$ cat src/rtl/adder_sequencer.sv
// Multi-cycle WIDTH-bit adder that time-shares an external CHUNK-bit combinational
// Adder slice, rippling the carry between slices least-significant chunk first.
module adder_sequencer #(
  parameter int WIDTH = 8,
  parameter int CHUNK = 2
) (
  input  logic             clk,
  input  logic             reset_n,
  input  logic             in_valid,
  output logic             in_ready,
  input  logic             in_cin,
  input  logic [WIDTH-1:0] in_lhs,
  input  logic [WIDTH-1:0] in_rhs,
  output logic             out_valid,
  input  logic             out_ready,
  output logic [WIDTH-1:0] out_sum,
  output logic             out_cout,
  output logic             add_cin,
  output logic [CHUNK-1:0] add_lhs,
  output logic [CHUNK-1:0] add_rhs,
  input  logic [CHUNK-1:0] add_out,
  input  logic             add_cout,
  output logic [7:0]       ops_done
);
  localparam int N    = WIDTH / CHUNK;
  localparam int IDXW = (N > 1) ? $clog2(N) : 1;

  // state | meaning
  // IDLE  | waiting for an operand pair, in_ready high
  // RUN   | one Adder slice per cycle, idx selects the chunk
  // DONE  | result presented, held until out_ready
  typedef enum logic [1:0] {IDLE, RUN, DONE} state_t;

  state_t            state_q, state_d;
  logic [WIDTH-1:0]  lhs_q, lhs_d, rhs_q, rhs_d, sum_q, sum_d;
  logic [WIDTH-1:0]  out_sum_q, out_sum_d;
  logic              carry_q, carry_d, out_cout_q, out_cout_d;
  logic [IDXW-1:0]   idx_q, idx_d;
  logic [7:0]        ops_done_q, ops_done_d;
  logic [CHUNK-1:0]  lhs_chunk, rhs_chunk;

  always_comb begin
    lhs_chunk = '0;
    rhs_chunk = '0;
    for (int i = 0; i < N; i++) begin
      if (idx_q == IDXW'(i)) begin
        lhs_chunk = lhs_q[i*CHUNK +: CHUNK];
        rhs_chunk = rhs_q[i*CHUNK +: CHUNK];
      end
    end
  end

  always_comb begin
    state_d    = state_q;
    lhs_d      = lhs_q;
    rhs_d      = rhs_q;
    sum_d      = sum_q;
    carry_d    = carry_q;
    idx_d      = idx_q;
    out_sum_d  = out_sum_q;
    out_cout_d = out_cout_q;
    ops_done_d = ops_done_q;
    case (state_q)
      IDLE: begin
        if (in_valid) begin
          lhs_d   = in_lhs;
          rhs_d   = in_rhs;
          carry_d = in_cin;
          sum_d   = '0;
          idx_d   = '0;
          state_d = RUN;
        end
      end
      RUN: begin
        for (int i = 0; i < N; i++) begin
          if (idx_q == IDXW'(i)) sum_d[i*CHUNK +: CHUNK] = add_out;
        end
        carry_d = add_cout;
        // Final slice: publish the completed sum into the held output registers.
        if (idx_q == IDXW'(N - 1)) begin
          idx_d      = '0;
          out_sum_d  = sum_d;
          out_cout_d = add_cout;
          state_d    = DONE;
        end else begin
          idx_d = idx_q + IDXW'(1);
        end
      end
      DONE: begin
        if (out_ready) begin
          ops_done_d = ops_done_q + 8'd1;
          state_d    = IDLE;
        end
      end
      default: state_d = IDLE;
    endcase
  end

  always_ff @(posedge clk or negedge reset_n) begin
    if (!reset_n) begin
      state_q    <= IDLE;
      lhs_q      <= '0;
      rhs_q      <= '0;
      sum_q      <= '0;
      carry_q    <= 1'b0;
      idx_q      <= '0;
      out_sum_q  <= '0;
      out_cout_q <= 1'b0;
      ops_done_q <= 8'd0;
    end else begin
      state_q    <= state_d;
      lhs_q      <= lhs_d;
      rhs_q      <= rhs_d;
      sum_q      <= sum_d;
      carry_q    <= carry_d;
      idx_q      <= idx_d;
      out_sum_q  <= out_sum_d;
      out_cout_q <= out_cout_d;
      ops_done_q <= ops_done_d;
    end
  end

  assign in_ready  = (state_q == IDLE);
  assign out_valid = (state_q == DONE);
  assign out_sum   = out_sum_q;
  assign out_cout  = out_cout_q;
  assign ops_done  = ops_done_q;
  assign add_lhs   = (state_q == RUN) ? lhs_chunk : '0;
  assign add_rhs   = (state_q == RUN) ? rhs_chunk : '0;
  assign add_cin   = (state_q == RUN) ? carry_q : 1'b0;

endmodule

$ cat config.mk
export PLATFORM = sky130hd
export DESIGN_NAME = adder_sequencer
export DESIGN_NICKNAME = d
export VERILOG_FILES = /design/src/rtl/adder_sequencer.sv
export SDC_FILE = /design/constraint.sdc
export NUM_CORES = 1
export LEC_CHECK = 0
export CAP_MARGIN = 20
export CORE_UTILIZATION = 49
export CTS_CLUSTER_SIZE = 28
export DETAILED_ROUTE_END_ITERATION = 8
export GPL_ROUTABILITY_DRIVEN = 1
export PLACE_DENSITY = 0.79
export SYNTH_ARGS = -nofsm -noshare
export SYNTH_HDL_FRONTEND = slang
export SYNTH_SLANG_ARGS = --single-unit
$ cat constraint.sdc
create_clock -name clk -period 2 [get_ports clk]
set_input_delay 0.2 -clock clk [delete_from_list [all_inputs] [get_ports clk]]
set_output_delay 0.2 -clock clk [all_outputs]
set_load 0.02 [all_outputs]
After elaboration in Yosys (flattened, before gate mapping)

Cells that the tools add are included.

$add $sub $neg: 2
$mul: 0
Div/mod/pow operators: 0
$lt $le $gt $ge: 0
Eq/ne operators: 8
Shift-type cells: 0
Mux-type cells: 26
Bitwise operators: 0
Reductions and logical operators: 8

Operators with widths:

| kind                                                             | count |
|---|---|
| 2-bit 2-to-1 mux                                                 | 19 |
| 8-bit one-hot mux with 2 select lines                            | 1 |
| 8-bit by 1-bit adder with 8-bit output (second input constant)   | 1 |
| 8-bit 2-to-1 mux                                                 | 1 |
| 2-bit AND reduction                                              | 4 |
| 2-bit == test (second input constant)                            | 3 |
| 2-bit one-hot mux with 3 select lines                            | 1 |
| 2-bit by 1-bit == test with 1-bit output (second input constant) | 2 |
| 2-bit zero test                                                  | 2 |
| 2-bit != test (second input constant)                            | 2 |
| 2-bit one-hot mux with 2 select lines                            | 1 |
| 3-bit AND reduction                                              | 1 |
| 2-bit by 1-bit adder with 2-bit output (second input constant)   | 1 |
| 1-bit 2-to-1 mux                                                 | 2 |
| 2-bit by 1-bit != test with 1-bit output (second input constant) | 1 |
| 1-bit one-hot mux with 2 select lines                            | 1 |
| 2-bit nonzero test                                               | 1 |

Flip-flop bits (word level): 46
Bits in latches: 0
Memory bits (writable): 0
ROM bits: 0
Input port bits: 24
Logic and storage cells: 53
Memories: 0

Depth between registers and ports, before layout

Gate-level depths: netlist of the first run.

Word-level depth: 6
Gate-level depth with buffers: 6
Mapped depth without buffers: 5

Worst setup path after synthesis of the first run

OpenSTA, ideal clock, no wires.

Path kind: register to output
Start point: reg idx_q[0]
End point: out add_rhs[0]
Data arrival time: 1578 ps
Data required time: 1800 ps
Setup slack: 222 ps
Cell stages (with the launch flop): 7
Buffers on the path: 1
Cell sequence: dfrtp_1 -> inv_1 -> ha_1 -> buf_2 -> a21oi_1 -> a221o_1 -> a21oi_1

Cells in the longest elaborated chain, start to end: 6
Elaborated cells between the ends (all ways): 9
Those cells by class: 3 x eq/ne; 5 x mux; 1 x reduce/logical

RTL lines:

| item                          | line | source |
|---|---|---|
| start: declaration            | 38   | `logic [IDXW-1:0] idx_q, idx_d;` |
| start signal: assignment      | 116  | `idx_q <= idx_d;` |
| 2-bit zero test               | 46   | `if (idx_q == IDXW'(i)) begin` |
| 2-bit 2-to-1 mux (3 in a row) | 46   |  |
| 2-bit 2-to-1 mux *            | 46   |  |
| 2-bit 2-to-1 mux *            | 129  | `assign add_rhs = (state_q == RUN) ? rhs_chunk : '0;` |
| end: declaration              | 20   | `output logic [CHUNK-1:0] add_rhs,` |

Every way passes the cells marked *; elsewhere a longest branch is shown, timed or not.

Worst setup path after layout of the first run

Ends and elaborated chain as after synthesis.

==> results of run 1 <==
## per-stage QoR
stage	TNS, ps	setup slack [ps]	hold WS [ps]	area [um2]	util
6_report	0	41.75	468.5	2781	0.6953
5_1_grt	-35.70	-10.71	479.7	2781	0.6953
4_1_cts	0	22.48	473.0	2755	0.6888
3_5_place_dp	-715.0	-181.4	307.6	2594	0.6484
3_3_place_gp	-493.7	-133.5	302.7	2594	0.6484
2_1_floorplan	0	222.0	-95.59	2039	-
## flip-flops by register name, indices dropped and copies added, names as in the netlist
name,cells
ops_done,8
sum_q,6
carry_q,1
out_sum,8
state_q,2
out_cout,1
rhs_q,8
idx_q,2
lhs_q,8
## routing by layer
| layer | track usage | vias up | part of all wire |
|---|---|---|---|
| met1 | 0.2517 | 710 | 0.45 |
| met4 | 0.05585 | 0 | 0.0093 |
| met2 | 0.3023 | 33 | 0.50 |
| met5 | 0 | - | 0 |
| li1 | - | 731 | - |
| met3 | 0.05137 | 4 | 0.038 |
## worst max-delay path by stage
stage / startpoint / endpoint / slack, ps / cells past startpoint
2_1_floorplan: idx_q[0]$_DFFE_PN0P_ / add_rhs[0] / 220 / 6
3_3_place_gp: idx_q[1]$_DFFE_PN0P_ / add_rhs[0] / -130 / 6
3_5_place_dp: idx_q[1]$_DFFE_PN0P_ / add_rhs[1] / -180 / 6
4_1_cts: idx_q[1]$_DFFE_PN0P_ / add_rhs[0] / 20 / 6
5_1_grt: idx_q[0]$_DFFE_PN0P_ / add_lhs[1] / -10 / 6
6_report: idx_q[0]$_DFFE_PN0P_ / add_rhs[0] / 40 / 6
## placed cells by master (no fill, tap or decap), drive strengths merged
master / count
clkdlybuf4s50: 42
mux2i: 6
o21ai: 16
and3: 1
o31ai: 1
nand2b: 2
a32o: 6
and3b: 1
or3: 1
xnor2: 3
nor3b: 1
a21oi: 8
nor3: 2
ha: 5
nand4: 3
bufinv: 1
clkbuf: 7
nor2b: 1
nand2: 18
nand4b: 1
buf: 20
nor2: 3
inv: 8
dfrtp: 44
a22oi: 1
mux2: 16
o21bai: 1
xor2: 4
dlygate4sd3: 1
a221o: 4
o21ba: 1
nand3b: 5
## layout make-up
class,count,area [um2],area share
inverter,8,30.03,0.01080
tap,50,62.56,0.02249
timing repair buffer,63,581.8,0.2092
sequential,44,1101,0.3959
clock buffer,7,96.34,0.03464
multi-input combinational,111,879.6,0.3162
clock inverter,1,30.03,0.01080
## logic make-up (layout without fill, tap and decap cells)
| family | count (synthesis) | count (layout) | synth area share |
|---|---|---|---|
| buffers and inverters | 22 | 79 | 0.05337 |
| and+or+nand+nor | 39 | 39 | 0.1043 |
| xor gates and xnor gates | 7 | 7 | 0.03006 |
| AOI/OAI and AO/OA | 38 | 38 | 0.1239 |
| DFF | 44 | 44 | 0.5399 |
| adders and majority gates | 5 | 5 | 0.03067 |
| muxes | 22 | 22 | 0.1178 |
## power by group
part	switching (mW)	internal [mW]	leakage, nW	total, mW
clock network	0.281	0.440	0.0645	0.721
logic	1.04	1.07	0.595	2.11
registers	0.200	1.24	0.554	1.44
total	1.52	2.74	1.21	4.27
## what timing repair did
| item | CTS | global route |
|---|---|---|
| setup endpoints to repair | 4 | 5 |
| hold buffers | 1 | 0 |
| hold endpoints to repair | 44 | 0 |
| setup buffers | 1 | 0 |
| pin swaps | 0 | 1 |
| gates resized for setup | 24 | 9 |
==> flow_summary.toml, run 1 <==
[timing]
finalMaxSlewViolations = 0
fin_crit_sh = 0.9791
rsz0062_at_grt = "yes"
clock_skew_ps = 4.454
finalSetupViolCount = 0
slew-limit-headroom = 0.5645
fmaxAchievable_ghz = 0.5107
final_hold_viol_count = 0
finalCriticalPeriod_ps = 1958
tightest_slew_ps = 652.0

[route]
final_antenna_net_count = 0
drt-initial-drc-count = 89
drc = 0
drt_wl_total_mm = 3.967
vias = 1478
firstDrtPassIters = 5
avgViaCountPerCell = 5.204
wl_per_cell_um = 13.97

[clock_tree]
clock_path_buffers = 2
clkSinkCount = 44
cts_buffers = 5
cts_tree = "yes"
cts_htree_levels = 2
clk_pin_slew_ps = 80
clock_latency_ps = 290
root_buffer = "clkbuf_8"

[outcome]
outcome = "finished clean"

[worst_setup_path]
cp_data_required_time_ps = 1800
worst_setup_path_start_kind = "register"
slowest_stage = "dfrtp_1"
ff2ff_setup_slack_ps = 370
path_buf_inv = 3
crit_path_max_incr_delay_ps = 430
cpLargestDelayFamily = "compound AO/OA/AOI/OAI gates"
cp_max_fo = 9
cp-end-kind = "primary output"
rr_worst_depth = 5
r2r_start = "idx_q[0]$_DFFE_PN0P_"
cpMostUsedCell = "buf_4"
path_cells = "inv_2 -> ha_4 -> buf_4 -> a221o_1 -> a21oi_2 -> buf_4"
path_class = "register to primary output"
crit_arrival_ps = 1760
r2r-end = "out_sum[6]$_DFFE_PN0P_"

[logic_synthesis]
ys.flop_type = "dfrtp_1"
synth_area_leaders = "dfrtp_1 54%, mux2_2 8.8%, o21ai_0 3.9%, nand2_1 3.3%, ha_1 3.1%"
syn_area_per_cell_um2 = 11.52
yosysMostFrequentCell = "dfrtp_1"
ys_seq_area_frac = 0.5399
yosysTopAreaCell = "dfrtp_1"
yosysWarnings = 0
synth_common_cells = "44 x dfrtp_1, 18 x nand2_1, 16 x mux2_2, 16 x o21ai_0, 9 x buf_2"
syn-cell-area_um2 = 2039
postSynthCellCount = 177
synth_nets = 206
yosys.area.top_type_share = 0.5399
ys_types = 31
async_flop_share = 1.000
synth_edf_count = 0
synth-seq-cells = 44

[worst_hold_path]
holdCritPathClass = "register to register"
min_delay_path_depth = 1
whs_endpoint = "ops_done[7]$_DFFE_PN0P_"
min_from = "ops_done[7]$_DFFE_PN0P_"

[pwr]
p_total_mw = 4.268
ir_drop_mv = 0.8650
p_leak_nw = 1.214
p_per_area_nw_per_um2 = 1534

[final_layout]
n_fill_cell = 323
synthToLayoutAreaGrowth_pct = 36.38
num_antenna_cells = 0
drive_gt1_frac = 0.2350
fin_cells = 284
fin_nets = 262

[floorplanning]
fp.coreArea_um2 = 4000
io_pins = 48
initial_core_util = 0.5099
fp.dieW_um = 66.52
rows = 23
die_h_um = 66.52
die_area_um2 = 4424

[global_route]
grt_max_degree = 45
grtUsageTotal = 0.1895
antenna_found_initial = 0
grt_pass1_wl_mm = 6.175
globalRouteOverflowTotal = 0
grt_pass1_vias = 1343

[place]
dpl.hpwl_mm = 2.750
portBuffers = 47
place_congestion = 0.8248
place_inst = 274

[flow_run]
maxCapViolCount = 0
(Power assumes the default switching activity.)
==> inputs of run 2 (changes only) <==
--- a/config.mk
+++ b/config.mk
@@ -14,3 +14,4 @@
 export SYNTH_ARGS = -nofsm -noshare
 export SYNTH_HDL_FRONTEND = slang
 export SYNTH_SLANG_ARGS = --single-unit
+export TNS_END_PERCENT = 20
==> run 2 against run 1 <==
  * Fmax is 0.69% lower
  * Flip-flop and latch count stayed put
  * Routed wire length hardly changed
  * Core utilization is 0.094 points lower
  * Sequential share of layout area is 0.054 points higher
  * First-iteration DRC count is 26% lower
  * Die area stayed put
  * Combinational power hardly changed
  * Worst hold slack hardly changed
  * Register-to-register slack hardly changed
  * Largest cell class unchanged
  * Largest power group unchanged
==> flow_summary.toml, run 2 (synthesis results as in run 1) <==
[pwr]
p_leak_nw = 1.213
ir_drop_mv = 0.8640
p_per_area_nw_per_um2 = 1533
switching_share = 0.3570
p_seq_frac = 0.337
p_sw_mw = 1.521
internal-power_mw = 2.738
power_frac_comb = 0.494
clkPwrFrac = 0.169

[timing]
tightest_slew_ps = 640.0
fmaxAchievable_ghz = 0.5071
finalSetupViolCount = 0
clock_skew_ps = 4.240
rsz0062_at_grt = "yes"
worst_slack_ps = 28.06
final_hold_viol_count = 0
fin_crit_sh = 0.9860
finalMaxSlewViolations = 0
finalCriticalPeriod_ps = 1972
slew-limit-headroom = 0.5725

[worst_setup_path]
cp-end-kind = "primary output"
slowest_stage = "dfrtp_1"
path_class = "register to primary output"
worst_setup_path_start_kind = "register"
crit_arrival_ps = 1770
crit_path_max_incr_delay_ps = 400
path_cells = "buf_4 -> ha_4 -> buf_4 -> a221o_1 -> a21oi_2 -> buf_4"
cp_data_required_time_ps = 1800
cp_max_fo = 9
cpMostUsedCell = "buf_4"

[worst_hold_path]
holdCritPathClass = "register to register"

[place]
dp_slack_ps = -181.4
dpl.hpwl_mm = 2.750
place_congestion = 0.8248
portBuffers = 47

[final_layout]
final_core_util = 0.6944
synthToLayoutAreaGrowth_pct = 36.20
drive_gt1_frac = 0.2350
multi_input_area_um2 = 879.6
fin_nets = 262
n_fill_cell = 325
seq_area_um2 = 1101
final_common_cell = "dfrtp_1"
num_antenna_cells = 0
final_cell_mix = "44 x dfrtp_1, 42 x clkdlybuf4s50_1, 19 x buf_4"

[global_route]
grt_pass1_wl_mm = 6.175
globalRouteOverflowTotal = 0
antenna_found_initial = 0
grt_pass1_vias = 1343
grtUsageTotal = 0.1895
grt_max_degree = 45

[clock_tree]
clkSinkCount = 44
cts_buffers = 5
clock_path_buffers = 2
clock_latency_ps = 290
cts_htree_levels = 2
root_buffer = "clkbuf_8"
cts_tree = "yes"
clk_pin_slew_ps = 80

[route]
drt-initial-drc-count = 66
avgViaCountPerCell = 5.204
vias = 1478
drt_wl_total_mm = 3.965
final_antenna_net_count = 0
drc = 0
firstDrtPassIters = 4
wl_per_cell_um = 13.96

[floorplanning]
io_pins = 48
die_h_um = 66.52
die_area_um2 = 4424
fp.dieW_um = 66.52
rows = 23
initial_core_util = 0.5099
fp.coreArea_um2 = 4000

[flow_run]
maxCapViolCount = 0

[outcome]
outcome = "finished clean"
run 2: layout make-up:
| cell class | instances | share of cell area |
|---|---|---|
| multi-input cells | 111 | 0.3167 |
| inverters | 8 | 0.01081 |
| clock buffers | 7 | 0.03468 |
| well taps | 50 | 0.02252 |
| repair buffers | 63 | 0.2081 |
| flip-flops and latches | 44 | 0.3964 |
| clock inverters | 1 | 0.01081 |
run 2: worst max-delay path, delay by kind of cell (launching register included):
family / cells / cell delay [ps]
buffers and inverters: 3 / 450
AOI/OAI and AO/OA: 2 / 450
adders and majority gates: 1 / 190
DFF: 1 / 400
run 2: power groups by stage:
| stage | clock [mW] | combinational, mW | sequential (mW) |
|---|---|---|---|
| 2_1_floorplan | 0 | 1.18 | 1.52 |
| 3_3_place_gp | 0 | 1.95 | 1.43 |
| 3_5_place_dp | 0 | 1.99 | 1.45 |
| 4_1_cts | 0.740 | 2.01 | 1.44 |
| 5_1_grt | 0.779 | 2.28 | 1.47 |
| 6_report | 0.721 | 2.10 | 1.43 |
run 2: what timing repair did:
item | in CTS | in global routing
gates resized for setup | 24 | 8
buffers inserted | 1 | 0
hold buffers | 1 | 0
endpoints found under the hold margin | 44 | 0
pin swaps | 0 | 1
setup endpoints to repair | 4 | 5
run 2: layer usage:
layer | vias to the layer above | global-route usage | routed length, um
met5 | - | 0 | 0
met1 | 707 | 0.2517 | 1805
met3 | 4 | 0.05137 | 153
met2 | 35 | 0.3023 | 1969
met4 | 0 | 0.05585 | 37
li1 | 732 | - | -
run 2: per-stage QoR:
stage	hold slack (ps)	power (mW)	TNS [ps]	cells	cell area [um2]
floorplan	-95.59	2.697	0	177	2039
global placement	302.7	3.386	-493.7	274	2594
detailed placement	307.6	3.436	-715.0	274	2594
CTS	473.0	4.191	0	284	2755
global route	479.7	4.530	-37.82	284	2778
finish	468.5	4.259	0	284	2778
run 2: final timing paths:
path	slack, ps	cells past startpoint	from	endpoint
max in group asynchronous	1110	3	reset_n	out_sum[3]$_DFFE_PN0P_
min in group asynchronous	510	3	reset_n	rhs_q[6]$_DFFE_PN0P_
setup / recovery	30	6	idx_q[1]$_DFFE_PN0P_	add_rhs[0]
hold / removal	470	1	ops_done[7]$_DFFE_PN0P_	ops_done[7]$_DFFE_PN0P_
hold reg to reg	470	1	ops_done[7]$_DFFE_PN0P_	ops_done[7]$_DFFE_PN0P_
setup reg to reg	370	5	idx_q[0]$_DFFE_PN0P_	out_sum[6]$_DFFE_PN0P_
==> inputs of run 3 (changes only) <==
--- a/config.mk
+++ b/config.mk
@@ -11,6 +11,7 @@
 export DETAILED_ROUTE_END_ITERATION = 8
 export GPL_ROUTABILITY_DRIVEN = 1
 export PLACE_DENSITY = 0.79
+export REMOVE_ABC_BUFFERS = 1
 export SYNTH_ARGS = -nofsm -noshare
 export SYNTH_HDL_FRONTEND = slang
 export SYNTH_SLANG_ARGS = --single-unit
==> run 3 against run 2 <==
  * Largest power group unchanged
  * Cell count stayed put
  * Flip-flop and latch count is the same
  * Setup slack better by 24 ps
  * Clock power is 18% lower
==> flow_summary.toml, run 3 (synthesis results as in run 1) <==
[clock_tree]
clk_pin_slew_ps = 80
clock_path_buffers = 2
cts_buffers = 5
cts_tree = "yes"
cts_htree_levels = 2
clkSinkCount = 44
root_buffer = "clkbuf_8"
clock_latency_ps = 300

[worst_setup_path]
ff2ff_setup_slack_ps = 200
crit_path_max_incr_delay_ps = 620
cpLargestDelayFamily = "buffers and inverters"
path_cells = "nand2b_2 -> nor2_1 -> clkdlybuf4s50_1"
path_buf_inv = 1
cp_data_required_time_ps = 1800
cp-end-kind = "primary output"
slowest_stage = "clkdlybuf4s50_1"
crit_arrival_ps = 1750
cp_max_fo = 10
path_class = "register to primary output"
worst_setup_path_start_kind = "register"

[timing]
final_hold_viol_count = 0
finalSetupViolCount = 0
fin_crit_sh = 0.9739
tightest_slew_ps = 677.8
fin_setup_tns_ps = 0
worst_slack_ps = 52.17
slew-limit-headroom = 0.5472
finalCriticalPeriod_ps = 1948
finalMaxSlewViolations = 0
fmaxAchievable_ghz = 0.5134
rsz0062_at_grt = "yes"
fin_hold_ws_ps = 459.0
clock_skew_ps = 4.235

[global_route]
grt_pass1_wl_mm = 6.969
grt_pass1_vias = 1469
grtUsageTotal = 0.2162
antenna_found_initial = 0
grt_max_degree = 45
globalRouteOverflowTotal = 0

[place]
place_area_um2 = 2591
dp_slack_ps = -229.6
place_inst = 272
place_congestion = 0.7798
dpl.hpwl_mm = 2.872
portBuffers = 47

[final_layout]
drive_gt1_frac = 0.2350
stdcell_area_um2 = 2765
num_antenna_cells = 0
fin_nets = 263
fin_cells = 284
final_common_cell = "dfrtp_1"
final_core_util = 0.6913
final_cell_mix = "43 x dfrtp_1, 42 x clkdlybuf4s50_1, 18 x nand2_1, 18 x buf_4"
synthToLayoutAreaGrowth_pct = 35.58

[flow_run]
maxCapViolCount = 0

[route]
drc = 0
final_antenna_net_count = 0
drt-initial-drc-count = 70
wl_per_cell_um = 14.57
firstDrtPassIters = 4
drt_wl_total_mm = 4.137
vias = 1514
avgViaCountPerCell = 5.331

[floorplanning]
fp.dieW_um = 66.52
initial_core_util = 0.5099
die_h_um = 66.52
io_pins = 48
die_area_um2 = 4424
rows = 23
fp.coreArea_um2 = 4000

[worst_hold_path]
holdCritPathClass = "input pin to register"

[pwr]
p_leak_nw = 1.203
p_per_area_nw_per_um2 = 1495
ir_drop_mv = 0.8393
p_total_mw = 4.133

[outcome]
outcome = "finished clean"
==> run 3: repair_timing <==
item / CTS / global route
setup endpoints to repair: 5 / 10
endpoints found under the hold margin: 44 / 0
hold buffers: 1 / 0
buffers inserted: 1 / 3
resized for setup: 24 / 8
pin swaps: 0 / 2
==> run 3: per-layer routing <==
layer,vias up,share of wire,wire (um),global-route usage
li1,734,-,-,-
met1,730,0.45,1854,0.2820
met2,44,0.49,2029,0.3482
met3,6,0.047,193,0.05822
met4,0,0.015,60,0.07181
met5,-,0,0,0
==> run 3: report_power, final <==
group	switching (mW)	leakage (nW)	internal, mW
sequential	0.202	0.553	1.24
combinational	1.04	0.600	1.07
clock	0.280	0.0503	0.307
total	1.52	1.20	2.61
==> run 3: final timing paths <==
| check | end | cells after the start | start |
|---|---|---|---|
| min reg2reg | out_sum[5]$_DFFE_PN0P_ | 2 | out_sum[5]$_DFFE_PN0P_ |
| max | add_cin | 3 | state_q[1]$_DFFE_PN0P_ |
| max reg2reg | out_sum[6]$_DFFE_PN0P_ | 6 | idx_q[0]$_DFFE_PN0P_ |
| min | rhs_q[5]$_DFFE_PN0P_ | 3 | in_rhs[5] |
| min in group asynchronous | out_sum[4]$_DFFE_PN0P_ | 3 | reset_n |
| max in group asynchronous | idx_q[0]$_DFFE_PN0P_ | 3 | reset_n |
==> run 3: layout make-up <==
| type | instances | area [um2] |
|---|---|---|
| Fill cell | 316 | 1235 |
| Inverter | 8 | 32.53 |
| Tap cell | 50 | 62.56 |
| Clock buffer | 7 | 96.34 |
| Multi-Input combinational cell | 111 | 875.8 |
| Timing Repair Buffer | 64 | 595.6 |
| Sequential cell | 44 | 1102 |
==> run 3: worst min-delay path, delay by kind of cell <==
kind | cells | cell delay (ps)
buffers and inverters | 1 | 390
AND/OR/NAND/NOR | 1 | 50
AO/OA/AOI/OAI | 1 | 60
